[config.mk]
export PLATFORM = sky130hd
export DESIGN_NAME = lotr_eot_ctrl
export DESIGN_NICKNAME = d
export VERILOG_FILES = /design/src/rtl/lotr_pkg.sv /design/src/rtl/lotr_eot_walker.sv /design/src/rtl/lotr_eot_ctrl.sv
export SDC_FILE = /design/constraint.sdc
export NUM_CORES = 1
export LEC_CHECK = 0
export BUFFER_PORTS_ARGS = -buffer_cell sky130_fd_sc_hd__buf_4
export CAP_MARGIN = 10
export CORE_UTILIZATION = 50
export DETAILED_ROUTE_END_ITERATION = 10
export PLACE_DENSITY = 0.89
export SYNTH_ARGS = -nofsm -noshare
export SYNTH_HDL_FRONTEND = slang
export SYNTH_SLANG_ARGS = --single-unit
export TNS_END_PERCENT = 30
[constraint.sdc]
create_clock -name QClk -period 7.29 [get_ports QClk]
set_clock_uncertainty 0.15 [all_clocks]
set_input_delay 0.3645 -clock QClk [delete_from_list [all_inputs] [get_ports QClk]]
set_output_delay 0.3645 -clock QClk [all_outputs]
set_load 0.05 [all_outputs]
[src/rtl/lotr_pkg.sv]
// lotr_pkg: shared state/status types and width helper for the LOTR end-of-test controller.
// No ports; imported by lotr_eot_walker and lotr_eot_ctrl.
`ifndef LOTR_MSFF_RST
`define LOTR_MSFF_RST(q, d, rv, clk, rst) \
  always_ff @(posedge clk or posedge rst) \
    if (rst) q <= rv; \
    else q <= d;
`endif

package lotr_pkg;

  typedef enum logic [2:0] {
    IDLE,
    RUN,
    RD_REQ,
    RD_WAIT,
    OUT,
    DONE
  } eot_state_t;

  typedef enum logic [1:0] {
    ST_RUN     = 2'b00,
    ST_PASS    = 2'b01,
    ST_TIMEOUT = 2'b10
  } eot_status_t;

  // $clog2 with a floor of one bit, so single-entry indices stay legal.
  function automatic int eot_tile_w(input int n);
    return (n > 1) ? $clog2(n) : 1;
  endfunction

endpackage

[src/rtl/lotr_eot_walker.sv]
// lotr_eot_walker: walks DUMP_WORDS words of every tile over a d_mem read port.
// Ports: clk/rst, start pulse, rd_* request/grant/data, dump_* valid/ready beat, done.
`ifndef LOTR_MSFF_RST
`define LOTR_MSFF_RST(q, d, rv, clk, rst) \
  always_ff @(posedge clk or posedge rst) \
    if (rst) q <= rv; \
    else q <= d;
`endif

module lotr_eot_walker
  import lotr_pkg::*;
#(
  parameter int                NUM_TILE   = 2,
  parameter int                ADDR_W     = 32,
  parameter int                DATA_W     = 32,
  parameter logic [ADDR_W-1:0] DUMP_BASE  = '0,
  parameter int                DUMP_WORDS = 256
) (
  input  logic                             clk,
  input  logic                             rst,
  input  logic                             start,
  output logic                             rd_req,
  output logic [eot_tile_w(NUM_TILE)-1:0]  rd_tile,
  output logic [ADDR_W-1:0]                rd_addr,
  input  logic                             rd_gnt,
  input  logic                             rd_vld,
  input  logic [DATA_W-1:0]                rd_data,
  output logic                             dump_vld,
  input  logic                             dump_rdy,
  output logic [eot_tile_w(NUM_TILE)-1:0]  dump_tile,
  output logic [ADDR_W-1:0]                dump_addr,
  output logic [DATA_W-1:0]                dump_data,
  output logic                             done
);

  localparam int TW = eot_tile_w(NUM_TILE);
  localparam int WW = eot_tile_w(DUMP_WORDS);
  localparam logic [ADDR_W-1:0] STRIDE = ADDR_W'(DATA_W / 8);
  localparam logic [WW-1:0] LAST_W = WW'(DUMP_WORDS - 1);
  localparam logic [TW-1:0] LAST_T = TW'(NUM_TILE - 1);

  eot_state_t        phase_q, phase_d;
  logic [TW-1:0]     tile_q, tile_d;
  logic [ADDR_W-1:0] addr_q, addr_d;
  logic [WW-1:0]     widx_q, widx_d;
  logic [DATA_W-1:0] data_q, data_d;
  logic              last_w, last_t;

  assign last_w = (widx_q == LAST_W);
  assign last_t = (tile_q == LAST_T);

  always_comb begin
    phase_d = phase_q;
    tile_d  = tile_q;
    addr_d  = addr_q;
    widx_d  = widx_q;
    data_d  = data_q;
    unique case (phase_q)
      IDLE: begin
        if (start) begin
          phase_d = RD_REQ;
          tile_d  = '0;
          addr_d  = DUMP_BASE;
          widx_d  = '0;
        end
      end
      RD_REQ: begin
        if (rd_gnt) phase_d = RD_WAIT;
      end
      RD_WAIT: begin
        if (rd_vld) begin
          data_d  = rd_data;
          phase_d = OUT;
        end
      end
      OUT: begin
        if (dump_rdy) begin
          if (last_w) begin
            widx_d = '0;
            addr_d = DUMP_BASE;
            // Tile index parks on the last tile once the dump ends.
            if (last_t) begin
              phase_d = DONE;
            end else begin
              tile_d  = tile_q + TW'(1);
              phase_d = RD_REQ;
            end
          end else begin
            widx_d  = widx_q + WW'(1);
            addr_d  = addr_q + STRIDE;
            phase_d = RD_REQ;
          end
        end
      end
      DONE: ;
      default: phase_d = IDLE;
    endcase
  end

  `LOTR_MSFF_RST(phase_q, phase_d, IDLE, clk, rst)
  `LOTR_MSFF_RST(tile_q, tile_d, '0, clk, rst)
  `LOTR_MSFF_RST(addr_q, addr_d, '0, clk, rst)
  `LOTR_MSFF_RST(widx_q, widx_d, '0, clk, rst)
  `LOTR_MSFF_RST(data_q, data_d, '0, clk, rst)

  assign rd_req    = (phase_q == RD_REQ);
  assign rd_tile   = tile_q;
  assign rd_addr   = addr_q;
  assign dump_vld  = (phase_q == OUT);
  assign dump_tile = tile_q;
  assign dump_addr = addr_q;
  assign dump_data = data_q;
  assign done      = (phase_q == DONE);

endmodule

[src/rtl/lotr_eot_ctrl.sv]
// lotr_eot_ctrl: end-of-test controller; run FSM, cycle timeout, PASS/TIMEOUT status, d_mem dump.
// Ports: QClk/RstQnnnH, Enable, ThreadDone, Rd* read port, Dump* beat stream, Status, Eot, CycleCnt.
`ifndef LOTR_MSFF_RST
`define LOTR_MSFF_RST(q, d, rv, clk, rst) \
  always_ff @(posedge clk or posedge rst) \
    if (rst) q <= rv; \
    else q <= d;
`endif

module lotr_eot_ctrl
  import lotr_pkg::*;
#(
  parameter int                NUM_TILE    = 2,
  parameter int                NUM_THREAD  = 4,
  parameter int                ADDR_W      = 32,
  parameter int                DATA_W      = 32,
  parameter logic [ADDR_W-1:0] DUMP_BASE   = '0,
  parameter int                DUMP_WORDS  = 256,
  parameter int                TIMEOUT_CYC = 20000
) (
  input  logic                               QClk,
  input  logic                               RstQnnnH,
  input  logic                               EnableQnnnH,
  input  logic [NUM_TILE*NUM_THREAD-1:0]     ThreadDoneQnnnH,
  output logic                               RdReqQnnnH,
  output logic [eot_tile_w(NUM_TILE)-1:0]    RdTileQnnnH,
  output logic [ADDR_W-1:0]                  RdAddrQnnnH,
  input  logic                               RdGntQnnnH,
  input  logic                               RdVldQnnnH,
  input  logic [DATA_W-1:0]                  RdDataQnnnH,
  output logic                               DumpVldQnnnH,
  input  logic                               DumpRdyQnnnH,
  output logic [eot_tile_w(NUM_TILE)-1:0]    DumpTileQnnnH,
  output logic [ADDR_W-1:0]                  DumpAddrQnnnH,
  output logic [DATA_W-1:0]                  DumpDataQnnnH,
  output logic [1:0]                         StatusQnnnH,
  output logic                               EotQnnnH,
  output logic [31:0]                        CycleCntQnnnH
);

  localparam logic [31:0] TO_LAST = 32'(TIMEOUT_CYC - 1);

  // DONE here means the run phase is closed; the walker owns the dump.
  eot_state_t  state_q, state_d;
  eot_status_t status_q, status_d;
  logic [31:0] cnt_q, cnt_d;
  logic        start;
  logic        all_done;

  assign all_done = &ThreadDoneQnnnH;

  always_comb begin
    state_d  = state_q;
    status_d = status_q;
    cnt_d    = cnt_q;
    start    = 1'b0;
    unique case (state_q)
      IDLE: begin
        if (EnableQnnnH) state_d = RUN;
      end
      RUN: begin
        // Done is tested first so it wins over a same-cycle timeout.
        if (EnableQnnnH) begin
          if (all_done) begin
            status_d = ST_PASS;
            state_d  = DONE;
            start    = 1'b1;
          end else if (cnt_q == TO_LAST) begin
            status_d = ST_TIMEOUT;
            state_d  = DONE;
            start    = 1'b1;
          end else if (cnt_q != '1) begin
            cnt_d = cnt_q + 32'd1;
          end
        end
      end
      default: ;
    endcase
  end

  `LOTR_MSFF_RST(state_q, state_d, IDLE, QClk, RstQnnnH)
  `LOTR_MSFF_RST(status_q, status_d, ST_RUN, QClk, RstQnnnH)
  `LOTR_MSFF_RST(cnt_q, cnt_d, '0, QClk, RstQnnnH)

  assign StatusQnnnH   = status_q;
  assign CycleCntQnnnH = cnt_q;

  lotr_eot_walker #(
    .NUM_TILE   (NUM_TILE),
    .ADDR_W     (ADDR_W),
    .DATA_W     (DATA_W),
    .DUMP_BASE  (DUMP_BASE),
    .DUMP_WORDS (DUMP_WORDS)
  ) u_walker (
    .clk       (QClk),
    .rst       (RstQnnnH),
    .start     (start),
    .rd_req    (RdReqQnnnH),
    .rd_tile   (RdTileQnnnH),
    .rd_addr   (RdAddrQnnnH),
    .rd_gnt    (RdGntQnnnH),
    .rd_vld    (RdVldQnnnH),
    .rd_data   (RdDataQnnnH),
    .dump_vld  (DumpVldQnnnH),
    .dump_rdy  (DumpRdyQnnnH),
    .dump_tile (DumpTileQnnnH),
    .dump_addr (DumpAddrQnnnH),
    .dump_data (DumpDataQnnnH),
    .done      (EotQnnnH)
  );

endmodule

==> flow_metrics.env, run 1 <==
export IMPL_cts_tree="built"
export IMPL_worst_path_dominant_cell_family="simple AND/OR/NAND/NOR gates"
export IMPL_antenna_violations_before_repair=0
export IMPL_initial_core_util_pct=52.1
export IMPL_maximum_single_stage_delay_on_the_critical_path_ps=740
export IMPL_grt_setup_unrepaired="no"
export IMPL_final_cell_mix="180 x sky130_fd_sc_hd__buf_4, 110 x sky130_fd_sc_hd__dfrtp_1, 48 x sky130_fd_sc_hd__o21ai_0"
export IMPL_critical_path_max_fanout=24
export IMPL_insertedDiodeCount=0
export IMPL_maxCapViolCount=0
export IMPL_post_drt_via_cell_ratio=5.75
export IMPL_die_height_um=106
export IMPL_pwr_density_mw_per_mm2=145
export IMPL_worst_r2r_startpoint="CycleCntQnnnH[0]"
export IMPL_dieWidth_um=106
export IMPL_min_period_ps=3110
export IMPL_cts_root_to_sink_buffers=2
export IMPL_share_of_the_synthesized_area_in_the_top_cell_type_pct=50.5
export IMPL_grt_pass1_vias=4474
export IMPL_wire_per_inst_um=16.0
export IMPL_clk_latency_ps=380
export IMPL_number_of_enable_flip_flop_cells_after_synthesis=0
export IMPL_cts_root_buf="sky130_fd_sc_hd__clkbuf_8"
export IMPL_pre_cts_ws_ps=4230
export IMPL_cp_data_required_time_ps=7410
export IMPL_cp_common_cell="sky130_fd_sc_hd__nand4_1"
export IMPL_layoutNonFillerInstCount=821
export IMPL_crit_path_start="CycleCntQnnnH[0]"
export IMPL_classification_of_the_worst_setup_path="reg -> reg"
export IMPL_hold_slack_ps=53.6
export IMPL_synthesized_instance_count=542
export IMPL_finalHoldViolCount=0
export IMPL_power_uw=991
export IMPL_antenna_violation_net_count_after_detailed_routing=0
export IMPL_grt_util_met3_pct=3.49
export IMPL_syn_avg_cell_area_um2=10.1
export IMPL_final_fill_count=819
export IMPL_route_vias_total=4717
export IMPL_critical_path_endpoint_type="flop"
export IMPL_dpl_cell_count=804
export IMPL_netlist_top_cells_area="sky130_fd_sc_hd__dfrtp_1 50%, sky130_fd_sc_hd__mux2_2 6.6%, sky130_fd_sc_hd__buf_4 4.8%"
export IMPL_finalInstanceArea_mm2=0.00683
export IMPL_floorplan_io_pins=181
export IMPL_timing_critical_path_buf_inv=0
export IMPL_design_final_nets=729
export IMPL_grt_util_all_layers_pct=23.5
export IMPL_layout_area_overhead_vs_synth_pct=25.3
export IMPL_grt_overflow_total=0
export IMPL_seq_area_frac_synth_pct=50.5
export IMPL_max_freq_mhz=322
export IMPL_detailedPlacementHpwl_um=9410
export IMPL_buffer_ports_inserted=176
export IMPL_postSynth_topFlopCell="sky130_fd_sc_hd__dfrtp_1"
export IMPL_finalSetupViolations=0
export IMPL_drtIter0Drc=203
export IMPL_final_period_utilization_pct=42.6
export IMPL_syn_cell_area_mm2=0.00545
export IMPL_cp_start_kind="flop"
export IMPL_grtUsageMet2_pct=40.5
export IMPL_synth_async_sr_flop_share_pct=100
export IMPL_postLayoutSetupSlackWorst_ps=4180
export IMPL_drt_pass1_iterations=5
export IMPL_ys_types=50
export IMPL_maxSlewViolCount=0
export IMPL_placementRows=37
export IMPL_core_occupancy_in_the_finished_layout_pct=65.3
export IMPL_slew_at_the_pin_with_the_worst_max_slew_slack_ps=962
export IMPL_synth_largest_area_cell="sky130_fd_sc_hd__dfrtp_1"
export IMPL_hp_start="EnableQnnnH"
export IMPL_wl_um=13100
export IMPL_slew_headroom_pct=35.9
export IMPL_cts_buffers_inserted=9
export IMPL_power_leakage_nw=3.40
export IMPL_yosysWarnings=0
export IMPL_worstPathArrival_ps=3220
export IMPL_outcome="finished, final reports clean"
export IMPL_path_clk_slew_ps=110
export IMPL_clock_sinks=110
export IMPL_layout_cells_most_common="sky130_fd_sc_hd__buf_4"
export IMPL_grt_busiest_layer="met2"
export IMPL_fp_dieArea_mm2=0.0113
export IMPL_hold_class="in -> reg"
export IMPL_core_area_mm2=0.0105
export IMPL_grt_first_pass_wirelength_um=21300
export IMPL_placed_area_mm2=0.00664
export IMPL_met1_grt_util_pct=29.8
export IMPL_worstPathCellList="ha_1 > nand4_1 > nor4_2 > nand4_1 > and3_1 > mux2_1"
export IMPL_multi_input_gate_area_in_the_final_layout_mm2=0.00233
export IMPL_remaining_drc_errors=0
export IMPL_cts_htree_levels=3
export IMPL_layout_area_seq_mm2=0.00275
export IMPL_fin_tns_setup_ps=0
export IMPL_max_stage_delay_cell_worst_path="sky130_fd_sc_hd__nor4_2"
export IMPL_vdd_ir_drop_max_mv=0.106
export IMPL_post_cts_resized=0
export IMPL_pin_count_of_the_biggest_net_entering_global_routing=79
export IMPL_drive_gt1_share_pct=34.3
export IMPL_gp_congestion=0.831
export IMPL_yosys_register_bits=110
==> final timing paths <==
check	to	slack, ps	cells after the start
setup / recovery	CycleCntQnnnH[1]	4180	6
hold reg to reg	state_q[0]	320	1
max in group asynchronous	u_walker.dump_addr[31]	5260	4
hold / removal	state_q[0]	50	2
setup reg to reg	CycleCntQnnnH[1]	4180	6
min in group asynchronous	u_walker.dump_data[9]	410	3
==> cell families after synthesis <==
| logic type | share of synthesized area [%] |
|---|---|
| mux | 6.82 |
| compound gates | 9.75 |
| fa+ha+maj | 0.689 |
| xor+xnor | 4.98 |
| buf+inv | 7.18 |
| flops | 50.5 |
| other cells | 0.0688 |
| simple gates | 20.0 |
==> metal layers <==
layer / wire [um] / share of wire, %
met2: 6830 / 52
met1: 5170 / 39
met3: 869 / 6.6
met5: 0 / 0
met4: 243 / 1.9
==> layout make-up <==
| class | instances | area share (%) |
|---|---|---|
| inverters | 10 | 0.586 |
| well taps | 136 | 2.49 |
| flip-flops and latches | 110 | 40.3 |
| repair buffers | 181 | 19.9 |
| clock inverters | 6 | 0.806 |
| multi-input cells | 368 | 34.0 |
| clock buffers | 10 | 1.87 |
==> repair_timing <==
item                                   4_1_cts  5_1_grt
hold buffers                                 1        0
setup buffers                                0        0
endpoints found under the hold margin       32        0
==> Yosys cell counts (5+ instances only) <==
| library cell | instances |
|---|---|
| sky130_fd_sc_hd__inv_1 | 10 |
| sky130_fd_sc_hd__dfrtp_1 | 110 |
| sky130_fd_sc_hd__and3_1 | 17 |
| sky130_fd_sc_hd__nor2_1 | 31 |
| sky130_fd_sc_hd__clkbuf_1 | 19 |
| sky130_fd_sc_hd__nor4_1 | 5 |
| sky130_fd_sc_hd__nand2_1 | 45 |
| sky130_fd_sc_hd__nand3_1 | 37 |
| sky130_fd_sc_hd__buf_4 | 35 |
| sky130_fd_sc_hd__mux2_2 | 32 |
| sky130_fd_sc_hd__and4_1 | 7 |
| sky130_fd_sc_hd__nor3_1 | 10 |
| sky130_fd_sc_hd__a31oi_1 | 9 |
| sky130_fd_sc_hd__o31ai_1 | 5 |
| sky130_fd_sc_hd__or4_1 | 7 |
| sky130_fd_sc_hd__xnor2_1 | 26 |
| sky130_fd_sc_hd__xor2_1 | 5 |
| sky130_fd_sc_hd__o21ai_0 | 48 |
| sky130_fd_sc_hd__a21oi_1 | 10 |
| sky130_fd_sc_hd__nand4_1 | 26 |
| sky130_fd_sc_hd__nand2b_1 | 6 |
==> flip-flops by register name, summed over array words and instances (netlist names) <==
register            flops
u_walker.dump_tile      1
u_walker.dump_addr     30
StatusQnnnH             2
CycleCntQnnnH          32
u_walker.phase_q        3
state_q                 2
u_walker.widx_q         8
u_walker.dump_data     32
==> worst reg2reg max path: stages (launching register included) <==
cell and delay (ps):
sky130_fd_sc_hd__dfrtp_1 450, sky130_fd_sc_hd__ha_1 220, sky130_fd_sc_hd__nand4_1 230, sky130_fd_sc_hd__nor4_2 740
sky130_fd_sc_hd__nand4_1 240, sky130_fd_sc_hd__and3_1 540, sky130_fd_sc_hd__mux2_1 440
==> power breakdown <==
part / internal, mW / leakage, nW / switching (mW) / total, mW
combinational: 0.0163 / 1.81 / 0.0203 / 0.0366
sequential: 0.610 / 1.49 / 0 / 0.610
clock: 0.130 / 0.0900 / 0.214 / 0.344
total: 0.756 / 3.40 / 0.235 / 0.991
No activity file was read; power rests on OpenSTA's default activity.
==> run 2, diff against run 1 <==
==> constraint.sdc (replaced) <==
create_clock -name QClk -period 3.2 [get_ports QClk]
set_clock_uncertainty 0.15 [all_clocks]
set_input_delay 0.16 -clock QClk [delete_from_list [all_inputs] [get_ports QClk]]
set_output_delay 0.16 -clock QClk [all_outputs]
set_load 0.05 [all_outputs]
==> flow_metrics.env, run 2 (synthesis results as in run 1) <==
export IMPL_cts_root_to_sink_buffers=2
export IMPL_postLayoutSetupSlackWorst_ps=441
export IMPL_post_drt_via_cell_ratio=5.63
export IMPL_min_period_ps=2760
export IMPL_maxCapViolCount=0
export IMPL_layoutNonFillerInstCount=861
export IMPL_cts_root_buf="sky130_fd_sc_hd__clkbuf_8"
export IMPL_post_cts_resized=0
export IMPL_layout_area_overhead_vs_synth_pct=32.8
export IMPL_buffer_ports_inserted=176
export IMPL_finalHoldViolCount=0
export IMPL_grt_overflow_total=0
export IMPL_cp_start_kind="flop"
export IMPL_pwr_density_mw_per_mm2=321
export IMPL_grt_setup_unrepaired="no"
export IMPL_drive_gt1_share_pct=33.1
export IMPL_vdd_ir_drop_max_mv=0.209
export IMPL_classification_of_the_worst_setup_path="reg -> reg"
export IMPL_cts_htree_levels=3
export IMPL_fin_tns_setup_ps=0
export IMPL_critical_path_max_fanout=24
export IMPL_die_height_um=106
export IMPL_placed_area_mm2=0.00668
export IMPL_grt_pass1_vias=4588
export IMPL_initial_core_util_pct=52.1
export IMPL_detailedPlacementHpwl_um=9320
export IMPL_final_fill_count=742
export IMPL_slew_headroom_pct=42.0
export IMPL_dpl_cell_count=808
export IMPL_dieWidth_um=106
export IMPL_slew_at_the_pin_with_the_worst_max_slew_slack_ps=871
export IMPL_maxSlewViolCount=0
export IMPL_clk_latency_ps=370
export IMPL_layout_cells_most_common="sky130_fd_sc_hd__buf_4"
export IMPL_core_occupancy_in_the_finished_layout_pct=69.2
export IMPL_fp_dieArea_mm2=0.0113
export IMPL_pin_count_of_the_biggest_net_entering_global_routing=73
export IMPL_cts_buffers_inserted=9
export IMPL_clock_sinks=110
export IMPL_antenna_violation_net_count_after_detailed_routing=0
export IMPL_pre_cts_ws_ps=490
export IMPL_wl_um=14100
export IMPL_final_cell_mix="183 x sky130_fd_sc_hd__buf_4, 110 x sky130_fd_sc_hd__dfrtp_1, 48 x sky130_fd_sc_hd__o21ai_0"
export IMPL_power_mw=2.32
export IMPL_grt_first_pass_wirelength_um=22400
export IMPL_core_area_mm2=0.0105
export IMPL_power_leakage_nw=3.57
export IMPL_worst_r2r_startpoint="CycleCntQnnnH[0]"
export IMPL_remaining_drc_errors=0
export IMPL_multi_input_gate_area_in_the_final_layout_mm2=0.00233
export IMPL_hold_class="in -> reg"
export IMPL_antenna_violations_before_repair=2
export IMPL_route_vias_total=4850
export IMPL_path_clk_slew_ps=100
export IMPL_critical_path_endpoint_type="flop"
export IMPL_finalInstanceArea_mm2=0.00724
export IMPL_outcome="finished, final reports clean"
export IMPL_final_period_utilization_pct=86.2
export IMPL_hp_start="RdGntQnnnH"
export IMPL_gp_congestion=0.856
export IMPL_wire_per_inst_um=16.4
export IMPL_crit_path_start="CycleCntQnnnH[0]"
export IMPL_drt_pass1_iterations=5
export IMPL_floorplan_io_pins=181
export IMPL_hold_slack_ps=9.92
export IMPL_cts_tree="built"
export IMPL_drtIter0Drc=335
export IMPL_design_final_nets=768
export IMPL_placementRows=37
export IMPL_grt_util_all_layers_pct=25.0
export IMPL_layout_area_seq_mm2=0.00275
export IMPL_worstPathArrival_ps=2860
export IMPL_cp_data_required_time_ps=3300
export IMPL_max_freq_mhz=362
export IMPL_finalSetupViolations=0
## run 2: cell types whose count changed in the layout (fill, tap and decap cells not counted), sizes merged
cell and delta:
diode +2, buf +4, dlygate4sd3 +35, inv -1
## run 2: path summary, 6_finish.rpt
| check | cells past startpoint | endpoint | slack (ps) |
|---|---|---|---|
| worst min-delay path | 3 | u_walker.phase_q[0] | 10 |
| min in group asynchronous | 3 | u_walker.dump_data[9] | 360 |
| worst max-delay path | 7 | CycleCntQnnnH[7] | 440 |
| worst min register to register | 1 | state_q[0] | 310 |
| max in group asynchronous | 4 | u_walker.dump_addr[19] | 1690 |
| worst max register to register | 7 | CycleCntQnnnH[7] | 440 |
## run 2: critical path, cell delays in order, from the launching register on
cell and delay, ps:
sky130_fd_sc_hd__dfrtp_1 440, sky130_fd_sc_hd__ha_1 250, sky130_fd_sc_hd__nand4_1 200, sky130_fd_sc_hd__nor4_2 80, sky130_fd_sc_hd__a21oi_2 320, sky130_fd_sc_hd__and3_1 800
sky130_fd_sc_hd__nand4_1 230, sky130_fd_sc_hd__xnor2_1 170
## run 2: area by class of cell
class | count | share of cell area (%)
inverter | 10 | 0.570
tap | 136 | 2.35
multi-input combinational | 368 | 32.1
antenna | 2 | 0.0691
clock buffer | 10 | 1.90
timing repair buffer | 220 | 24.2
clock inverter | 5 | 0.743
sequential | 110 | 38.0
## run 2: routing by layer
layer  wire length, um  part of all wire, %  track usage, %  up-vias
li1                  -                    -               -     2258
met1              5750                   41            31.4     2318
met2              7120                   50            44.2      249
met3               940                  6.6            3.25       25
met4               324                  2.3            8.90        0
met5                 0                    0               0        -
## run 2: power breakdown
| group | switching (mW) | total (mW) | internal [mW] |
|---|---|---|---|
| clock network | 0.493 | 0.812 | 0.319 |
| registers | 0 | 1.39 | 1.39 |
| logic | 0.0567 | 0.124 | 0.0668 |
| total | 0.549 | 2.32 | 1.77 |
## run 2: what timing repair did
| item | in CTS | in global routing |
|---|---|---|
| hold endpoints to repair | 73 | 0 |
| setup endpoints to repair | 0 | 0 |
| buffers inserted | 0 | 0 |
| hold buffers | 36 | 0 |
==> run 3, diff against run 2 <==
--- a/config.mk
+++ b/config.mk
@@ -9,6 +9,7 @@
 export CAP_MARGIN = 10
 export CORE_UTILIZATION = 50
 export DETAILED_ROUTE_END_ITERATION = 10
+export MAX_ROUTING_LAYER = met4
 export PLACE_DENSITY = 0.89
 export SYNTH_ARGS = -nofsm -noshare
 export SYNTH_HDL_FRONTEND = slang
==> flow_metrics.env, run 3 (synthesis results as in run 1) <==
export IMPL_outcome="finished, final reports clean"
export IMPL_pin_count_of_the_biggest_net_entering_global_routing=54
export IMPL_die_height_um=106
export IMPL_drtIter0Drc=233
export IMPL_cts_setup_buffers=0
export IMPL_min_period_ps=2810
export IMPL_power_leakage_nw=3.62
export IMPL_timing_critical_path_buf_inv=0
export IMPL_placed_area_mm2=0.00669
export IMPL_buffer_ports_inserted=176
export IMPL_cts_root_buf="sky130_fd_sc_hd__clkbuf_8"
export IMPL_clk_latency_ps=380
export IMPL_worstPathCellList="ha_1 > nand4_1 > nor4_2 > a21oi_2 > and3_1 > nand4bb_1 > xnor2_1"
export IMPL_grt_util_all_layers_pct=26.2
export IMPL_cts_buffers_inserted=9
export IMPL_classification_of_the_worst_setup_path="reg -> reg"
export IMPL_wl_um=14500
export IMPL_cts_hold_repair_buffers=38
export IMPL_post_cts_resized=0
export IMPL_insertedDiodeCount=0
export IMPL_grt_pass1_vias=4711
export IMPL_drt_pass1_iterations=7
export IMPL_route_vias_total=5005
export IMPL_max_stage_delay_cell_worst_path="sky130_fd_sc_hd__and3_1"
export IMPL_cts_tree="built"
export IMPL_grt_overflow_total=0
export IMPL_detailedPlacementHpwl_um=9730
export IMPL_maxCapViolCount=0
export IMPL_grt_first_pass_wirelength_um=22700
export IMPL_hold_class="in -> reg"
export IMPL_pre_cts_ws_ps=445
export IMPL_critical_path_max_fanout=24
export IMPL_gp_congestion=0.858
export IMPL_worstPathArrival_ps=2900
export IMPL_postLayoutSetupSlackWorst_ps=393
export IMPL_finalSetupViolations=0
export IMPL_layout_cells_most_common="sky130_fd_sc_hd__buf_4"
export IMPL_maxSlewViolCount=0
export IMPL_maximum_single_stage_delay_on_the_critical_path_ps=810
export IMPL_max_freq_mhz=356
export IMPL_fp_dieArea_mm2=0.0113
export IMPL_drive_gt1_share_pct=33.2
export IMPL_clock_sinks=110
export IMPL_cp_start_kind="flop"
export IMPL_post_drt_via_cell_ratio=5.79
export IMPL_wire_per_inst_um=16.7
export IMPL_cts_htree_levels=3
export IMPL_critical_path_endpoint_type="flop"
export IMPL_design_final_nets=773
export IMPL_floorplan_io_pins=181
export IMPL_slew_at_the_pin_with_the_worst_max_slew_slack_ps=881
export IMPL_fin_tns_setup_ps=0
export IMPL_slew_headroom_pct=41.2
export IMPL_final_fill_count=744
export IMPL_core_area_mm2=0.0105
export IMPL_final_period_utilization_pct=87.7
export IMPL_antenna_violations_before_repair=0
export IMPL_remaining_drc_errors=0
export IMPL_finalHoldViolCount=0
export IMPL_cp_data_required_time_ps=3300
export IMPL_initial_core_util_pct=52.1
export IMPL_pwr_density_mw_per_mm2=332
export IMPL_final_cell_mix="184 x sky130_fd_sc_hd__buf_4, 110 x sky130_fd_sc_hd__dfrtp_1, 48 x sky130_fd_sc_hd__o21ai_0"
export IMPL_core_occupancy_in_the_finished_layout_pct=70.2
export IMPL_cts_root_to_sink_buffers=2
export IMPL_layout_area_overhead_vs_synth_pct=34.7
export IMPL_worst_path_dominant_cell_family="simple AND/OR/NAND/NOR gates"
export IMPL_placementRows=37
export IMPL_path_clk_slew_ps=120
export IMPL_dieWidth_um=106
export IMPL_grt_setup_unrepaired="no"
export IMPL_antenna_violation_net_count_after_detailed_routing=0
export IMPL_finalInstanceArea_mm2=0.00734
export IMPL_vdd_ir_drop_max_mv=0.261
## run 3: cell types whose count changed in the layout (fill, tap and decap cells not counted)
cell,change
sky130_fd_sc_hd__or3_1,+1
sky130_fd_sc_hd__buf_12,+1
sky130_fd_sc_hd__bufinv_16,+1
sky130_fd_sc_hd__buf_16,+1
sky130_fd_sc_hd__diode_2,-2
sky130_fd_sc_hd__buf_4,+1
sky130_fd_sc_hd__or3_2,-1
sky130_fd_sc_hd__inv_8,+1
sky130_fd_sc_hd__dlygate4sd3_1,+2
sky130_fd_sc_hd__clkinv_4,-1
## run 3: cell type report
class / instances / area, um^2 / area share [%]
Clock inverter: 6 / 86.3 / 1.18
Inverter: 10 / 41.3 / 0.562
Timing Repair Buffer: 225 / 1830 / 24.9
Clock buffer: 10 / 138 / 1.87
Multi-Input combinational cell: 368 / 2320 / 31.7
Tap cell: 136 / 170 / 2.32
Sequential cell: 110 / 2750 / 37.5
## run 3: report_power, final
group / internal, mW / switching [mW] / total, mW
Sequential: 1.39 / 0 / 1.39
Clock: 0.406 / 0.514 / 0.920
Combinational: 0.0700 / 0.0573 / 0.127
## run 3: routing by layer
layer  wire length, um  vias up  GRT usage [%]
li1                  -     2272              -
met1              5590     2417           30.8
met2              7440      277           44.5
met3              1010       39           3.99
met4               414        0           11.7
met5                 0        -              -
## run 3: worst min-delay path: cells and delay by family
family | cells | cell delay [ps]
AND/OR/NAND/NOR | 4 | 300
buffers and inverters | 1 | 110
## run 3: final timing paths
kind,startpoint,endpoint,slack [ps],cells past startpoint
max,CycleCntQnnnH[0],CycleCntQnnnH[30],390,7
min,ThreadDoneQnnnH[1],StatusQnnnH[0],70,5
max reg2reg,CycleCntQnnnH[0],CycleCntQnnnH[30],390,7
min reg2reg,state_q[2],state_q[2],330,2
max in group asynchronous,RstQnnnH,u_walker.dump_data[20],1890,5
min in group asynchronous,RstQnnnH,u_walker.dump_data[14],160,3
## run 3: per-stage QoR
| stage | hold slack (ps) | total power, mW | instances |
|---|---|---|---|
| floorplan | 131 | 1.45 | 545 |
| CTS | 33.0 | 2.44 | 863 |
| detailed placement | 242 | 1.50 | 809 |
| global route | 93.0 | 2.53 | 865 |
| global placement | 225 | 1.50 | 809 |
| finish | 65.7 | 2.44 | 865 |
